**src/rtl/tnn_popcount_pkg.sv**
```systemverilog
// Shared definitions for the ternary-neuron popcount accumulator:
// activation encodings, controller states and width helpers.
package tnn_popcount_pkg;

  localparam logic [1:0] ACT_POS  = 2'b01;
  localparam logic [1:0] ACT_ZERO = 2'b00;
  localparam logic [1:0] ACT_NEG  = 2'b11;

  typedef enum logic [1:0] {
    ST_IDLE = 2'd0,
    ST_ACC  = 2'd1,
    ST_HOLD = 2'd2
  } state_t;

  // Bits needed to hold a popcount of in_w inputs (0..in_w).
  function automatic int pc_width(input int in_w);
    return $clog2(in_w + 1);
  endfunction

  // Signed width covering +/- in_w*max_beats.
  function automatic int sum_width(input int in_w, input int max_beats);
    return $clog2(in_w * max_beats + 1) + 1;
  endfunction

endpackage

```
**src/rtl/popcount_tree.sv**
```systemverilog
// Exact combinational popcount. The port list is kept minimal so an
// approximate tree can replace it later without touching the parent.
module popcount_tree
  import tnn_popcount_pkg::*;
#(
  parameter int IN_W = 25
) (
  input  logic [IN_W-1:0]           bits,
  output logic [pc_width(IN_W)-1:0] count
);

  localparam int PC_W = pc_width(IN_W);

  always_comb begin
    // NOTE: blocking '=' is correct here; count is a running combinational
    // temporary rebuilt every evaluation, not stored state.
    count = '0;
    for (int i = 0; i < IN_W; i++) begin
      count = count + PC_W'(bits[i]);
    end
  end

endmodule

```
**src/rtl/ternary_popcount_accum.sv**
```systemverilog
// Streaming ternary neuron: accumulates popcount(pos) - popcount(neg) over
// up to MAX_BEATS beats and classifies the sum against two thresholds.
module ternary_popcount_accum
  import tnn_popcount_pkg::*;
#(
  parameter int IN_W      = 25,
  parameter int MAX_BEATS = 8,
  parameter int PC_W      = pc_width(IN_W),
  parameter int SUM_W     = sum_width(IN_W, MAX_BEATS)
) (
  input  logic             clk,
  input  logic             rst_n,
  input  logic             s_valid,
  output logic             s_ready,
  input  logic [IN_W-1:0]  s_pos,
  input  logic [IN_W-1:0]  s_neg,
  input  logic             s_last,
  input  logic [SUM_W-1:0] th_hi,
  input  logic [SUM_W-1:0] th_lo,
  output logic             m_valid,
  input  logic             m_ready,
  output logic [1:0]       m_act,
  output logic [SUM_W-1:0] m_sum,
  output logic             m_trunc
);

  localparam int CNT_W = $clog2(MAX_BEATS + 1);

  state_t state_q, state_d;

  logic signed [SUM_W-1:0] sum_q;
  logic        [CNT_W-1:0] cnt_q;
  logic signed [SUM_W-1:0] th_hi_q, th_lo_q;
  logic        [1:0]       act_q;
  logic signed [SUM_W-1:0] res_sum_q;
  logic                    trunc_q;

  logic [PC_W-1:0] pc_pos, pc_neg;

  popcount_tree #(.IN_W(IN_W)) u_pc_pos (.bits(s_pos), .count(pc_pos));
  popcount_tree #(.IN_W(IN_W)) u_pc_neg (.bits(s_neg), .count(pc_neg));

  logic                    accept;
  logic                    first;
  logic                    done;
  logic signed [SUM_W-1:0] delta;
  logic signed [SUM_W-1:0] new_sum;
  logic        [CNT_W-1:0] new_cnt;
  logic signed [SUM_W-1:0] th_hi_eff, th_lo_eff;
  logic        [1:0]       act_d;

  assign s_ready = (state_q != ST_HOLD) || m_ready;
  assign accept  = s_valid && s_ready;
  // A beat taken while a result is being consumed opens a new evaluation.
  assign first   = (state_q != ST_ACC);

  assign delta = $signed({{(SUM_W-PC_W){1'b0}}, pc_pos})
               - $signed({{(SUM_W-PC_W){1'b0}}, pc_neg});

  assign new_sum   = first ? delta : (sum_q + delta);
  assign new_cnt   = first ? CNT_W'(1) : (cnt_q + CNT_W'(1));
  assign done      = s_last || (new_cnt == CNT_W'(MAX_BEATS));
  assign th_hi_eff = first ? $signed(th_hi) : th_hi_q;
  assign th_lo_eff = first ? $signed(th_lo) : th_lo_q;

  // Upper test first so it wins when the thresholds overlap.
  assign act_d = (new_sum >= th_hi_eff) ? ACT_POS :
                 (new_sum <= th_lo_eff) ? ACT_NEG : ACT_ZERO;

  always_ff @(posedge clk or negedge rst_n) begin
    if (!rst_n) state_q <= ST_IDLE;
    else        state_q <= state_d;
  end

  always_comb begin
    // NOTE: state_d gets a default before the case so every path assigns
    // it; otherwise synthesis would infer a latch.
    state_d = state_q;
    unique case (state_q)
      ST_IDLE, ST_ACC: begin
        if (accept) state_d = done ? ST_HOLD : ST_ACC;
      end
      ST_HOLD: begin
        if (m_ready) begin
          if (accept) state_d = done ? ST_HOLD : ST_ACC;
          else        state_d = ST_IDLE;
        end
      end
      default: state_d = ST_IDLE;
    endcase
  end

  always_ff @(posedge clk or negedge rst_n) begin
    // NOTE: every register is a plain flop, so all of them are reset;
    // there is no memory array that would be left unreset.
    if (!rst_n) begin
      sum_q     <= '0;
      cnt_q     <= '0;
      th_hi_q   <= '0;
      th_lo_q   <= '0;
      act_q     <= ACT_ZERO;
      res_sum_q <= '0;
      trunc_q   <= 1'b0;
    end else if (accept) begin
      if (first) begin
        th_hi_q <= th_hi;
        th_lo_q <= th_lo;
      end
      if (done) begin
        sum_q     <= '0;
        cnt_q     <= '0;
        act_q     <= act_d;
        res_sum_q <= new_sum;
        trunc_q   <= !s_last;
      end else begin
        sum_q <= new_sum;
        cnt_q <= new_cnt;
      end
    end
  end

  // Result registers only load on an accepted beat, which in HOLD requires
  // m_ready, so they stay stable while a result is back-pressured.
  assign m_valid = (state_q == ST_HOLD);
  assign m_act   = act_q;
  assign m_sum   = res_sum_q;
  assign m_trunc = trunc_q;

endmodule

```
**config.mk**
```make
export PLATFORM = sky130hd
export DESIGN_NAME = ternary_popcount_accum
export DESIGN_NICKNAME = d
export VERILOG_FILES = /design/src/rtl/tnn_popcount_pkg.sv /design/src/rtl/popcount_tree.sv /design/src/rtl/ternary_popcount_accum.sv
export SDC_FILE = /design/constraint.sdc
export NUM_CORES = 1
export LEC_CHECK = 0
export CORE_ASPECT_RATIO = 1.75
export CORE_MARGIN = 2
export CORE_UTILIZATION = 50
export CTS_CLUSTER_DIAMETER = 60
export DETAILED_ROUTE_END_ITERATION = 10
export MAX_ROUTING_LAYER = met4
export PLACE_DENSITY = 0.9
export SETUP_SLACK_MARGIN = 0.02
export SYNTH_ARGS = -nofsm -noshare
export SYNTH_HDL_FRONTEND = slang
export SYNTH_SLANG_ARGS = --single-unit
```
**constraint.sdc**
```tcl
create_clock -name clk -period 4.9 [get_ports clk]
set_input_delay 1.47 -clock clk [delete_from_list [all_inputs] [get_ports clk]]
set_output_delay 1.47 -clock clk [all_outputs]
set_load 0.005 [all_outputs]
```
# --- Word-level counts from Yosys, hierarchy flattened ---
# Cells that the tools add are included.
classes:
  n_mul: 0
  n_addsub: 51
  n_bitwise: 0
  n_div: 0
  muxes: 13
  eq_ne: 7
  n_shift: 0
  reduce_logical: 8
  order_cmp: 2
op_table:
  columns: ["op", "n"]
  rows:
  - ["$add A5 B1 Y5", 46]
  - ["$mux W9", 4]
  - ["$mux W2", 6]
  - ["$add A9 B6 Y9", 1]
  - ["$ge A9 B9 Y1", 1]
  - ["$le A9 B9 Y1", 1]
  - ["$mux W4", 2]
  - ["$sub A5 B5 Y6", 1]
  - ["$add A1 B1 Y2", 2]
  - ["$add A4 B1 Y4 const B", 1]
  - ["$eq A4 B4 Y1 const B", 1]
  - ["$ne A2 B1 Y1 const B", 2]
  - ["$ne A2 B2 Y1 const B", 2]
  - ["$pmux W2 S2", 1]
  - ["$reduce_and A2 Y1", 2]
  - ["$eq A2 B1 Y1 const B", 1]
  - ["$eq A2 B2 Y1 const B", 1]
  - ["$logic_not A2 Y1", 1]
  - ["$logic_or A1 B1 Y1", 2]
  - ["$reduce_or A2 Y1", 1]
  - ["$logic_and A1 B1 Y1", 1]
  - ["$logic_not A1 Y1", 1]
word_totals:
  latch_bits: 0
  romBits: 0
  ram_bits: 0
  ff_bits: 45
  mem_count: 0
  wordCells: 89

# --- Depth between registers and ports, before layout ---
depth:
  ltp_word: 30
  mapped_depth: 33
  mapped_depth_nobuf: 33

# --- Hierarchy ---
# From an unflattened synthesis, not the netlist that was laid out.
unflattened:
  cells_unflattened: 472
  area_unflattened_um2: 4331.7
modules_own_cells:
  columns: ["module", "seq_area_each_um2", "cells_each", "area_per_inst_um2", "n_inst"]
  rows:
  - ["ternary_popcount_accum", 1126.1, 328, 3080.5, 1]
  - ["popcount_tree", 0.0, 72, 625.6, 2]

# --- Worst setup path before layout ---
# OpenSTA, ideal clock, no wires.
synth_path:
  path_kind: "input port to flip-flop"
  start: "in s_pos[0]"
  end: "reg act_q[0], in the netlist m_act[0]"
  t_arrival_ns: 8.955
  setup_slack_ns: -4.177
  n_path_buf: 0
  t_required_ns: 4.779
  path_stages: 30
  path_cell_list: "ha_1 -> inv_1 -> fa_1 -> fa_1 -> fa_1 -> fa_1 -> fa_1 -> inv_1 -> ha_1 -> inv_1 -> fa_1 -> inv_1 -> ha_1 -> nor2b_1 -> o31ai_1 -> o2bb2ai_1 -> ha_1 -> a21o_1 -> o311a_1 -> o31ai_1 -> and2_2 -> inv_1 -> ha_1 -> a21oi_1 -> a21o_1 -> a31oi_1 -> and4b_1 -> nor4_2 -> nand2_1 -> o22a_1"
synth_via:
  elab_chain_len: 30
  word_cells_on_any_way: 31
  cone_classes: "add/sub: 26; order compare: 2; mux: 3"
synth_rtl:
  columns: ["item", "line_no", "source"]
  rows:
  - ["from (decl)", "ternary_popcount_accum.sv:15", "input logic [IN_W-1:0] s_pos,"]
  - ["$add A1 B1 Y2 *", "popcount_tree.sv:19", "count = count + PC_W'(bits[i]);"]
  - ["$add A5 B1 Y5 * (23 in series)", "popcount_tree.sv:19", null]
  - ["$sub A5 B5 Y6 *", "ternary_popcount_accum.sv:58", "- $signed({{(SUM_W-PC_W){1'b0}}, pc_neg});"]
  - ["$add A9 B6 Y9", "ternary_popcount_accum.sv:60", "assign new_sum = first ? delta : (sum_q + delta);"]
  - ["$mux W9 *", "ternary_popcount_accum.sv:60", null]
  - ["$le A9 B9 Y1", "ternary_popcount_accum.sv:68", "(new_sum <= th_lo_eff) ? ACT_NEG : ACT_ZERO;"]
  - ["$mux W2", "ternary_popcount_accum.sv:68", null]
  - ["$mux W2 *", "ternary_popcount_accum.sv:67", "assign act_d = (new_sum >= th_hi_eff) ? ACT_POS :"]
  - ["to (signal assigned)", "ternary_popcount_accum.sv:112", "act_q <= act_d;"]
  - ["to (decl)", "ternary_popcount_accum.sv:34", "logic [1:0] act_q;"]
# Mark *: on every way between the ends. The rest lies on a longest branch, timed or not.
# A chain may end at the register's enable or synchronous reset.

# --- Final worst setup path ---
layout_path:
  start: "in s_neg[18]"
  end: "reg act_q[0], in the netlist m_act[0]"
layout_via:
  elab_chain_len: 13
  word_cells_on_any_way: 14
  cone_classes: "add/sub: 9; order compare: 2; mux: 3"
layout_rtl:
  columns: ["item", "line_no", "source"]
  rows:
  - ["from (decl)", "ternary_popcount_accum.sv:16", "input logic [IN_W-1:0] s_neg,"]
  - ["$add A5 B1 Y5 * (7 in series)", "popcount_tree.sv:19", null]
  - ["$sub A5 B5 Y6 *", "ternary_popcount_accum.sv:58", null]
  - ["$add A9 B6 Y9", "ternary_popcount_accum.sv:60", null]
  - ["$mux W9 *", "ternary_popcount_accum.sv:60", null]
  - ["$le A9 B9 Y1", "ternary_popcount_accum.sv:68", null]
  - ["$mux W2", "ternary_popcount_accum.sv:68", null]
  - ["$mux W2 *", "ternary_popcount_accum.sv:67", null]
# Marks and branches as above.

==> metrics.md <==
| Metric | Value |
|---|---|
| Synth warn | `0` |
| Most Used Layer, Global Route | `met2` |
| Root buffer cell | `clkbuf_16` |
| Crit path max fanout | `3` |
| CP bufs+invs | `8` |
| Layout cells sized above 1 | `about 30%` |
| CTS Sinks | `between 40 and 50` |
| Period utilization | `183.5%` |
| DIE AREA | `approximately 9400 um^2` |
| Avg Synthesized Cell Area | `approximately 9 um^2` |
| Antenna violations before repair | `0` |
| Post-route DRC | `0` |
| Crit path time final | `about 9 ns` |
| Worst skew pair latency | `about 0.30 ns` |
| Syn Std Cell Area | `approximately 4300 um^2` |
| Critical Path RT | `just over 5 ns` |
| Routed Antenna Nets | `0` |
| Hold Crit Class | `register to register` |
| CTS tree | `yes` |
| Clock Skew | `0.006330 ns` |
| Failing checks | `negative setup slack` |
| Largest cells by area after synthesis | `dfrtp_1 26%, fa_1 18%, ha_1 13%` |
| Initial Util | `51.61%` |
| Register area share after synthesis | `between 20% and 30%` |
| Status | `finished with violations` |
| Crit path DAT | `around 9 ns` |
| Met1 usage | `a little under a quarter` |
| Post-DP HPWL | `roughly 8900 um` |
| DR WL/cell | `19.42 um` |
| Critical path type | `primary input to register` |
| Worst slew pin tran | `1.007 ns` |
| CTS H-tree lvls | `2` |
| 1st-pass router iterations | `7` |
| Maximum number of pins on one net before global-route repair | `55` |
| # port buffers | `86` |
| CP max stage delay | `0.54 ns` |
| GRT Util Overall | `27.32%` |
| Routability congestion estimate from global placement | `0.8983` |
| Total Wirelength | `approximately 14,000 um` |
| #FFs+latches synth | `45` |
| Ports | `87` |
| Vias in the first global route | `4,445` |
| Count of final hold-check violations | `0` |
| Post-synth EDFFs | `0` |
| Max-cap viol count | `0` |
| Chip Height | `127.0 um` |
| Crit path launch type | `primary input` |
| Max Transition Viols Final | `0` |
| Antenna cells | `0` |
| Placed Area | `between 5000 and 6000 um^2` |
| RSZ-0062 raised after global routing | `yes` |
| Vias per cell | `around 5.8` |
| Top cell by count, worst path | `fa_1` |
| Ys async rst share | `100.0%` |
| Design area | `about 6500 um^2` |
| Clk buf depth | `2` |
| P&R area growth vs syn | `51.07%` |
| First-pass GRT wire length | `19,260 um` |
| Core region area | `8368 um^2` |
| Global route overflow | `0` |
| Met3 Use GR | `under 10%` |
| Routing usage on met2 | `52.68%` |
| Max_slew headroom | `between 30 and 40%` |
| Final WS setup | `-4.089 ns` |
| Post-synth cell types | `52` |
| Fin nets | `771` |
| Final setup vio count | `20` |
| Die W | `roughly 74 um` |
| Area leader, netlist | `dfrtp_1` |
| CTS Buf Count | `5` |
| CP endpoint kind | `register` |
| FMAX | `between 0.1 and 0.15 GHz` |
| Layout Utilization | `between 70 and 80%` |
| Delay-heaviest family, CP | `adder cells` |
| Highest-count cells in the layout ignoring fill and taps | `68 x inv_1, 59 x clkdlybuf4s50_1, 50 x buf_4` |
| Reg clk slew, reported paths | `0.06 ns` |
| Via Count | `4,203` |
| Iteration-0 DRC count of the detailed router | `280` |
| Commonest non-fill, non-tap cell in the layout | `inv_1` |
| Std cell rows | `44` |
| Most used flip-flop cell after synthesis | `dfrtp_1` |
| Worst path slowest cell | `fa_1` |
| Post-Syn Instances | `between 400 and 500` |
| Post-synth top area share | `approximately a quarter` |
| Syn nets | `just over 600` |
## Yosys cell counts (2+ instances only)
cell type	n
nand4_1	4
ha_1	46
o31ai_1	5
buf_6	2
xnor2_1	9
a21oi_1	25
a211oi_1	5
nor2_1	20
mux2_2	3
nor2b_1	7
a31oi_1	2
nand2b_1	5
a22o_1	2
dfrtp_1	45
or2b_2	2
o21ai_0	33
nand2_1	49
nand3_1	2
inv_1	88
and2_1	3
mux2i_1	18
a21o_1	13
fa_1	38
xor2_1	4
clkbuf_1	9
## flip-flops by register name, summed over array words and instances, names as in the netlist
name	count
sum_q	9
m_sum	9
th_hi_q	9
state_q	2
cnt_q	4
m_trunc	1
m_act	2
th_lo_q	9
## timing repair
action,in CTS,in global routing
gates resized for setup,85,51
pin swaps,54,46
endpoints found under the setup margin,20,20
hold buffers,0,0
setup buffers,9,11
## final cells by class
class                   count  area [um^2]
clock buffers               7        152.6
repair buffers            152         1390
clock inverters             1        5.005
inverters                  88        335.3
well taps                 115        143.9
fillers                   527         1843
flip-flops and latches     45         1126
multi-input cells         322         3372
## logic make-up after synthesis
| kind of cell | synth area share (%) |
|---|---|
| flip-flops | 26.07 |
| multiplexers | 4.954 |
| AO/OA/AOI/OAI | 15.18 |
| buffers and inverters | 8.951 |
| XOR/XNOR | 2.636 |
| adder cells (fa/ha/maj) | 30.94 |
| AND/OR/NAND/NOR | 11.27 |
## path summary, 6_finish.rpt
check                              to  cells past startpoint       start  slack (ns)
max in group asynchronous  th_hi_q[8]                      1       rst_n        2.93
setup reg to reg             m_act[0]                     19    sum_q[0]        0.98
hold / removal             th_hi_q[3]                      2  th_hi_q[3]        0.48
min in group asynchronous    cnt_q[1]                      1       rst_n        1.34
setup / recovery             m_act[0]                     32   s_neg[18]       -4.09
hold reg to reg            th_hi_q[3]                      2  th_hi_q[3]        0.48
## routing by layer
layer,up-vias,routed length (um)
li1,1827,-
met1,2051,4299
met2,237,7976
met3,88,835
met4,0,1063
met5,-,0
## metrics by stage
step	setup slack, ns	hold slack [ns]	setup TNS, ns	std cells
2_1_floorplan	-3.871	0.4456	-39.22	466
3_3_place_gp	-4.328	0.4576	-54.68	708
3_5_place_dp	-4.605	0.4708	-58.28	708
4_1_cts	-3.941	0.4877	-44.11	723
5_1_grt	-4.357	0.5201	-47.55	730
6_report	-4.089	0.4849	-44.01	730
## worst min-delay path, stage by stage, from the launching register on
cell and delay (ns):
dfrtp_1 0.34, nand2_1 0.04, o21ai_0 0.06
Power is left out: the tool's default activity adds up to more than one toggle a clock period on the data nets, which glitch-free logic cannot reach.
